===== config.mk =====
export PLATFORM = sky130hd
export DESIGN_NAME = tff_bank_arbiter
export DESIGN_NICKNAME = d
export VERILOG_FILES = /design/src/rtl/tff_bank_arbiter.sv
export SDC_FILE = /design/constraint.sdc
export NUM_CORES = 1
export LEC_CHECK = 0
export BUFFER_PORTS_ARGS = -buffer_cell sky130_fd_sc_hd__buf_4
export CORE_MARGIN = 10
export CORE_UTILIZATION = 40
export DETAILED_ROUTE_END_ITERATION = 12
export PLACE_DENSITY = 0.67
export SYNTH_ARGS = -nofsm -noshare
export SYNTH_HDL_FRONTEND = slang
export SYNTH_HIERARCHICAL = 1
export SYNTH_SLANG_ARGS = --single-unit

===== constraint.sdc =====
create_clock -name Clk -period 3.7 [get_ports Clk]
set_clock_uncertainty 0.05 [all_clocks]
set_input_delay 0.555 -clock Clk [delete_from_list [all_inputs] [get_ports Clk]]
set_output_delay 0.555 -clock Clk [all_outputs]
set_load 0.02 [all_outputs]

===== src/rtl/tff_bank_arbiter.sv =====
// Two-requester arbitrated bank of T-flip-flop bits with toggle/load/clear commands.
// Optional macro TFF_BANK_ARB_LOCK_EN adds Lock0/Lock1 for back-to-back ownership.

module tff_bank_cell (
  input  logic clk,
  input  logic rst_n,
  input  logic tog,
  input  logic ld,
  input  logic din,
  input  logic clr,
  output logic q
);
  always_ff @(posedge clk or negedge rst_n)
    if (!rst_n)   q <= 1'b0;
    else if (clr) q <= 1'b0;
    else if (ld)  q <= din;
    else if (tog) q <= ~q;
endmodule

module tff_bank_arbiter #(
  parameter int WIDTH  = 8,
  parameter int ADDR_W = 3
) (
  input  logic              Clk,
  input  logic              Res,
  input  logic              Req0,
  input  logic              Req1,
  input  logic [1:0]        Cmd0,
  input  logic [1:0]        Cmd1,
  input  logic [ADDR_W-1:0] Addr0,
  input  logic [ADDR_W-1:0] Addr1,
  input  logic              Din0,
  input  logic              Din1,
`ifdef TFF_BANK_ARB_LOCK_EN
  input  logic              Lock0,
  input  logic              Lock1,
`endif
  output logic              Gnt0,
  output logic              Gnt1,
  output logic              Ack0,
  output logic              Ack1,
  output logic [WIDTH-1:0]  Q,
  output logic              Busy
);
  localparam logic [1:0] IDLE  = 2'd0;
  localparam logic [1:0] GRANT = 2'd1;
  localparam logic [1:0] EXEC  = 2'd2;
  localparam logic [1:0] ACK   = 2'd3;

  localparam logic [1:0] C_TOG = 2'b01;
  localparam logic [1:0] C_LD  = 2'b10;
  localparam logic [1:0] C_CLR = 2'b11;

  typedef struct packed {
    logic [1:0]        cmd;
    logic [ADDR_W-1:0] addr;
    logic              din;
  } cmd_t;

  cmd_t       c0, c1, lat;
  logic [1:0] state, nxt;
  logic       owner, last, win, relock, apply;
  logic [WIDTH-1:0] tog_v, ld_v;

  assign c0 = '{cmd: Cmd0, addr: Addr0, din: Din0};
  assign c1 = '{cmd: Cmd1, addr: Addr1, din: Din1};

  // last holds the most recently served requester; reset value 1 favours requester 0
  assign win = (Req0 & Req1) ? ~last : Req1;

`ifdef TFF_BANK_ARB_LOCK_EN
  assign relock = owner ? (Lock1 & Req1) : (Lock0 & Req0);
`else
  assign relock = 1'b0;
`endif

  always_comb begin
    nxt = state;
    case (state)
      IDLE:    if (Req0 | Req1) nxt = GRANT;
      GRANT:   nxt = EXEC;
      EXEC:    nxt = ACK;
      default: nxt = relock ? GRANT : IDLE;
    endcase
  end

  always_ff @(posedge Clk or negedge Res)
    if (!Res) begin
      state <= IDLE;
      owner <= 1'b0;
      last  <= 1'b1;
      lat   <= '0;
    end else begin
      state <= nxt;
      if (state == IDLE && (Req0 | Req1)) begin
        owner <= win;
        lat   <= win ? c1 : c0;
      end
      if (state == ACK) begin
        if (relock) lat  <= owner ? c1 : c0;
        else        last <= owner;
      end
    end

  assign apply = (state == EXEC);

  // Out-of-range addresses match no cell, so toggle/load become no-ops
  for (genvar i = 0; i < WIDTH; i++) begin : g_cell
    assign tog_v[i] = apply && lat.cmd == C_TOG && lat.addr == ADDR_W'(i);
    assign ld_v[i]  = apply && lat.cmd == C_LD  && lat.addr == ADDR_W'(i);
    tff_bank_cell u_cell (
      .clk  (Clk),
      .rst_n(Res),
      .tog  (tog_v[i]),
      .ld   (ld_v[i]),
      .din  (lat.din),
      .clr  (apply && lat.cmd == C_CLR),
      .q    (Q[i])
    );
  end

  assign Busy = (state != IDLE);
  assign Gnt0 = Busy & ~owner;
  assign Gnt1 = Busy &  owner;
  assign Ack0 = (state == ACK) & ~owner;
  assign Ack1 = (state == ACK) &  owner;
endmodule


==> metrics, run 1 <==
total chip power 1.03 mW; final setup fails 0; dpl ws between 1.5 and 2 ns; area leader, netlist dfrtp_1; CTS tree yes; library cells used by synthesis 27; DR vias/cell roughly 4.9; critical path fanouts, max 5; Root Buffer clkbuf_4; Final Worst Setup Slack 1.80 ns; Max IR drop VDD roughly 0.34 mV; die width 73.0 um; Routability Congestion between 0.7 and 0.8; Nets roughly 170; # Post-CTS Setup Buffers 0; P_leak a little over 0.6 nW; Die ar. around 5300 um^2; largest net degree at the start of global routing 19; initial antenna violation count 0; IO Port Bufs 28; clk buf depth 2; Worst setup SP type flop; crit path DAT between 1 and 1.5 ns; CTS buffer count 3; max-cap violations 0; CP Capture Type output pin; drt pass-1 iters 4; Pint between 0.5 and 0.6 mW; storage element area 452 um^2; Post-Syn Nets 138; post-CTS resize count 0; Yosys warning count 6; largest cells by area after synthesis dfrtp_1, a211oi_2, nor2_1; Post-Route Setup TNS 0 ns; status finished, final reports clean; first-pass GRT wire length between 4000 and 5000 um; worst r2r dst g_cell[0].u_cell/q; Fmax 0.527 GHz; Final ANT Viol Nets 0; Mean Syn Cell Area between 9 and 10 um^2; clk_lat worst skew around 0.30 ns; DP Wirelength ~1900 um; Final Max Tran Viols 0; CTS H-Tree Depth 1; Final Hold Viols 0; I/O pin count 29; Row Count 19; Initial Util around two fifths; vias in the first global route between 900 and 1000; Cells after Synth around 120; 1st-iter DRT viols 34; Detailed Route WL 2330 um; filler instances 256; Min Hold Slack 0.0520 ns; CTS sink cnt 18; critical path type reg2out; Mapped Area between 1000 and 1500 um^2; total gr overflow 0; worst r2r path cells 7; cell family with most CP delay flip-flops; sequential fraction of design power approximately 37%; worst endpoint required time just over 3 ns; Worst path slowest cell dfrtp_1; sw frac roughly 43%; critical path, cell by cell ha_1, and2_1, buf_4; FF+latch count, synth 18; worst min path class in2async; ant diodes 0; register area share after synthesis 40.2%; worst slew pin tran approximately 0.48 ns; FF-to-FF setup slack around 1.8 ns; CORE AREA approximately 2700 um^2; Clock power frac around an eighth; Largest stage delay, worst path 0.43 ns; Logic pwr share between 50% and 60%; DRC Markers 0; clock-pin slew on the worst setup and hold paths 0.11 ns; reg2reg start state[0]; post-synth top area share a little under two fifths; Die Span Y between 70 and 80 um; minimum clock period after layout 1.90 ns; Final period util between 50% and 60%; Sw Pwr approximately 0.44 mW; Slew Limit Headroom between 60% and 70%; total track usage a little under a tenth; Bufs and invs on worst path 1; RSZ-0062 raised after global routing false; hold buffer count at CTS 0; layout cell share with drive strength beyond 1 between 30% and 40%; wire length per cell 13.0 um; pwr/cell area 736 nW/um^2; area grow syn2layout 24.6%; Multi-input gate area approximately 620 um^2; via count ~890
per-layer routing:
layer | vias to the layer above | GRT usage (%) | wire length [um]
li1 | 457 | - | -
met1 | 404 | 11.4 | 1100
met2 | 22 | 14.9 | 1060
met3 | 3 | 3.27 | 141
met4 | 0 | 3.80 | 29
met5 | - | 0 | 0
cell usage after synthesis:
master / number
nor2_1: 20
dfrtp_1: 17
inv_1: 11
nor2b_1: 9
a211oi_2: 8
xnor2_1: 8
a21oi_1: 6
mux2i_1: 6
ha_1: 4
nand2_1: 4
nor3_1: 4
o21ai_0: 3
nand2b_1: 2
nand4b_1: 2
or3_1: 2
a21boi_4: 1
and2_1: 1
and3_1: 1
buf_2: 1
clkbuf_1: 1
dfstp_2: 1
inv_2: 1
mux2_2: 1
mux2_4: 1
nand4bb_1: 1
o21a_1: 1
o311ai_0: 1
power by group through the flow:
stage / logic (mW) / registers (mW) / clock network (mW)
after global placement: 0.521 / 0.384 / 0
after CTS: 0.535 / 0.384 / 0.130
final: 0.524 / 0.383 / 0.124
after floorplan: 0.349 / 0.396 / 0
after global routing: 0.592 / 0.404 / 0.136
after detailed placement: 0.532 / 0.389 / 0
how the worst max path moves through the flow:
stage	from	endpoint	depth (start not counted)
2_1_floorplan	state[0]	g_cell[0].u_cell/q	7
3_3_place_gp	state[0]	g_cell[0].u_cell/q	7
5_1_grt	state[0]	g_cell[0].u_cell/q	7
3_5_place_dp	state[0]	g_cell[0].u_cell/q	7
4_1_cts	state[1]	Ack1	3
6_report	state[1]	Ack1	3
registers in the layout, summed over array words and instances (netlist names):
name and count:
lat 6, last 1, state 2, owner 1, g_cell.u_cell/q 8
cells in the final DEF (no fill, tap or decap), drive strengths merged, types with 3 or more instances in the layout:
cell | netlist | routed
mux2i | 6 | 6
nand2 | 4 | 4
nor2b | 9 | 9
dfrtp | 17 | 17
nor2 | 20 | 20
inv | 12 | 12
a211oi | 8 | 8
ha | 4 | 4
xnor2 | 8 | 8
buf | 1 | 28
nor3 | 4 | 4
o21ai | 3 | 3
a21oi | 6 | 6
clkbuf | 1 | 4
kinds of logic after synthesis:
kind of cell / after synthesis / synth area share, %
xor gates and xnor gates: 8 / 6.23
AOI/OAI and AO/OA: 20 / 16.0
buffers and inverters: 14 / 4.78
DFF: 18 / 40.2
adders and majority gates: 4 / 4.45
muxes: 8 / 7.67
and+or+nand+nor: 46 / 20.7
cell type report:
class / instances / share of cell area (%)
tap: 31 / 2.77
inverter: 12 / 3.21
sequential: 18 / 32.2
multi-input combinational: 86 / 44.2
timing repair buffer: 28 / 15.0
clock buffer: 4 / 2.59
per-stage QoR:
step,instance area (um^2),instances,utilization (%)
after global placement,1370,175,49.9
after global routing,1400,179,51.3
after detailed placement,1370,175,49.9
after CTS,1400,179,51.3
final,1400,179,51.3
after floorplan,1120,118,-
Power figures use the tool's default switching activity.
==> run 2: changes to the inputs <==
--- a/config.mk
+++ b/config.mk
@@ -5,11 +5,12 @@
 export SDC_FILE = /design/constraint.sdc
 export NUM_CORES = 1
 export LEC_CHECK = 0
+export ABC_AREA = 1
 export BUFFER_PORTS_ARGS = -buffer_cell sky130_fd_sc_hd__buf_4
 export CORE_MARGIN = 10
 export CORE_UTILIZATION = 40
 export DETAILED_ROUTE_END_ITERATION = 12
-export PLACE_DENSITY = 0.67
+export PLACE_DENSITY = 0.66
 export SYNTH_ARGS = -nofsm -noshare
 export SYNTH_HDL_FRONTEND = slang
 export SYNTH_HIERARCHICAL = 1
==> constraint.sdc (replaced) <==
create_clock -name Clk -period 1.8 [get_ports Clk]
set_clock_uncertainty 0.05 [all_clocks]
set_input_delay 0.27 -clock Clk [delete_from_list [all_inputs] [get_ports Clk]]
set_output_delay 0.27 -clock Clk [all_outputs]
set_load 0.02 [all_outputs]
==> metrics, run 2 <==
dpl cell area around 1500 um^2; worst slew pin tran slightly above 0.3 ns; area grow syn2layout 24.0%; Post-Syn Nets 207; Biggest register g_cell.u_cell/q; commonest non-fill, non-tap cell in the layout nand2_1; via count around 1100; Cells after Synth about 190; biggest regs g_cell.u_cell/q: 8 flops, lat: 6 flops, state: 2 flops; critical path, cell by cell inv_1, ha_1, inv_2, buf_4; # Post-CTS Setup Buffers 0; Nets ~240; top cells by count, synth nand2_1, inv_1, nand3_1; post-synth top area share 34.7%; Final Hold Viols 0; DRC Markers 0; most frequent cell after synthesis nand2_1; Die ar. 5680 um^2; Mean Syn Cell Area ~6.6 um^2; DR vias/cell 4.38; 1st-iter DRT viols 76; worst r2r path cells 8; Root Buffer clkbuf_4; Final period util approximately nine tenths; total gr overflow 0; CORE AREA 3000 um^2; CTS buffer count 3; Largest stage delay, worst path approximately 0.40 ns; Die Span Y around 75 um; storage element area around 450 um^2; Post-synth EDFFs 0; Worst setup SP type flop; die width ~75 um; wire length per cell 10.2 um; worst endpoint required time approximately 1.5 ns; P_leak just over 0.8 nW; DP Wirelength a little over 2000 um; CTS tree yes; initial antenna violation count 0; ys flop type dfrtp_1; clock-pin slew on the worst setup and hold paths around 0.11 ns; Routability Congestion about 0.78; asr flop ratio synth 100%; RSZ-0062 raised after global routing false; clk buf depth 2; Largest register FFs 8; worst min path class in2reg; critical path type reg2out; clk_lat worst skew about 0.29 ns; CP Capture Type output pin; crit path DAT 1.33 ns; hold buffer count at CTS 1; Max IR drop VDD around 0.49 mV; library cells used by synthesis 17; Multi-input gate area approximately 580 um^2; Mapped Area 1220 um^2; pwr/cell area around 1400 nW/um^2; Detailed Route WL between 2000 and 3000 um; post-CTS resize count 0; Slew Limit Headroom between 70 and 80%; Initial Util around two fifths; layout cell share with drive strength beyond 1 18.6%; first-pass GRT wire length roughly 4500 um; minimum clock period after layout between 1.5 and 2 ns; Yosys warning count 6; drt pass-1 iters 4; ant diodes 0; status finished, final reports clean; final setup fails 0; most frequent cells in the layout nand2_1, inv_1, buf_4, nand3_1, nor2_1; Worst path slowest cell dfrtp_1; register area share after synthesis approximately 37%; Post-Route Setup TNS 0 ns; hold depth 5; critical path fanouts, max 4; CTS sink cnt 18; design area ~1500 um^2; max-cap violations 0; Final ANT Viol Nets 0; Final Max Tran Viols 0; filler instances between 300 and 400; Row Count 20; area leader, netlist dfrtp_1; vias in the first global route about 1100; largest cells by area after synthesis dfrtp_1, nand2_1, inv_1; largest net degree at the start of global routing 19; Fmax approximately 0.61 GHz; I/O pin count 29; FF+latch count, synth 18; CTS H-Tree Depth 1; total track usage roughly a tenth; IO Port Bufs 28
-- run 2: cell types whose count changed after synthesis, moves of 6 or more --
cell	previous run	this run
inv_1	11	47
xnor2_1	8	0
mux2i_1	6	0
a211oi_2	8	0
nand3_1	0	23
nand2_1	4	48
o21bai_1	0	8
nor2b_1	9	0
-- run 2: logic make-up after synthesis --
logic type	Yosys count	synth area share [%]
AOI/OAI and AO/OA	20	10.1
adders and majority gates	4	4.09
buffers and inverters	49	15.6
DFF	18	36.9
and+or+nand+nor	96	33.3
-- run 2: layer usage --
layer / wire [um] / part of all wire (%) / track usage, %
met3: 138 / 5.3 / 2.60
met4: 40 / 1.5 / 5.57
met5: 0 / 0 / 0
met2: 1090 / 42 / 15.5
met1: 1320 / 51 / 13.0
-- run 2: worst max-delay path, delay by kind of cell (launching register included) --
family | cells | cell delay (ns)
adder cells (fa/ha/maj) | 1 | 0.26
buffers and inverters | 3 | 0.37
flip-flops | 1 | 0.40
-- run 2: area by class of cell --
| cell class | instances | share of cell area [%] |
|---|---|---|
| sequential | 18 | 29.7 |
| timing repair buffer | 30 | 15.0 |
| clock buffer | 4 | 2.39 |
| multi-input combinational | 120 | 38.3 |
| inverter | 48 | 11.9 |
| tap | 33 | 2.72 |
-- run 2: where the power goes --
group	switching, mW	internal [mW]
clock network	0.132	0.123
registers	0.184	0.595
logic	0.693	0.465
-- run 2: path summary, 6_finish.rpt --
check	endpoint	slack (ns)	startpoint
worst max-delay path	Busy	0.15	state[0]
min in group asynchronous	owner	0.33	Res
worst max register to register	g_cell[5].u_cell/q	0.19	state[0]
worst min register to register	last	0.43	last
max in group asynchronous	last	1.12	Res
worst min-delay path	lat[3]	0.21	Addr0[2]
-- run 2: metrics by stage --
| step | util (%) | instances | setup slack, ns | power [mW] | hold WS (ns) |
|---|---|---|---|---|---|
| after global placement | 49.0 | 248 | 0.259 | 1.94 | 0.107 |
| after CTS | 50.6 | 253 | 0.137 | 2.22 | 0.203 |
| after floorplan | - | 187 | 0.321 | 1.55 | -0.0756 |
| after global routing | 50.6 | 253 | 0.0124 | 2.42 | 0.217 |
| final | 50.6 | 253 | 0.153 | 2.19 | 0.209 |
| after detailed placement | 49.0 | 248 | 0.209 | 1.96 | 0.106 |
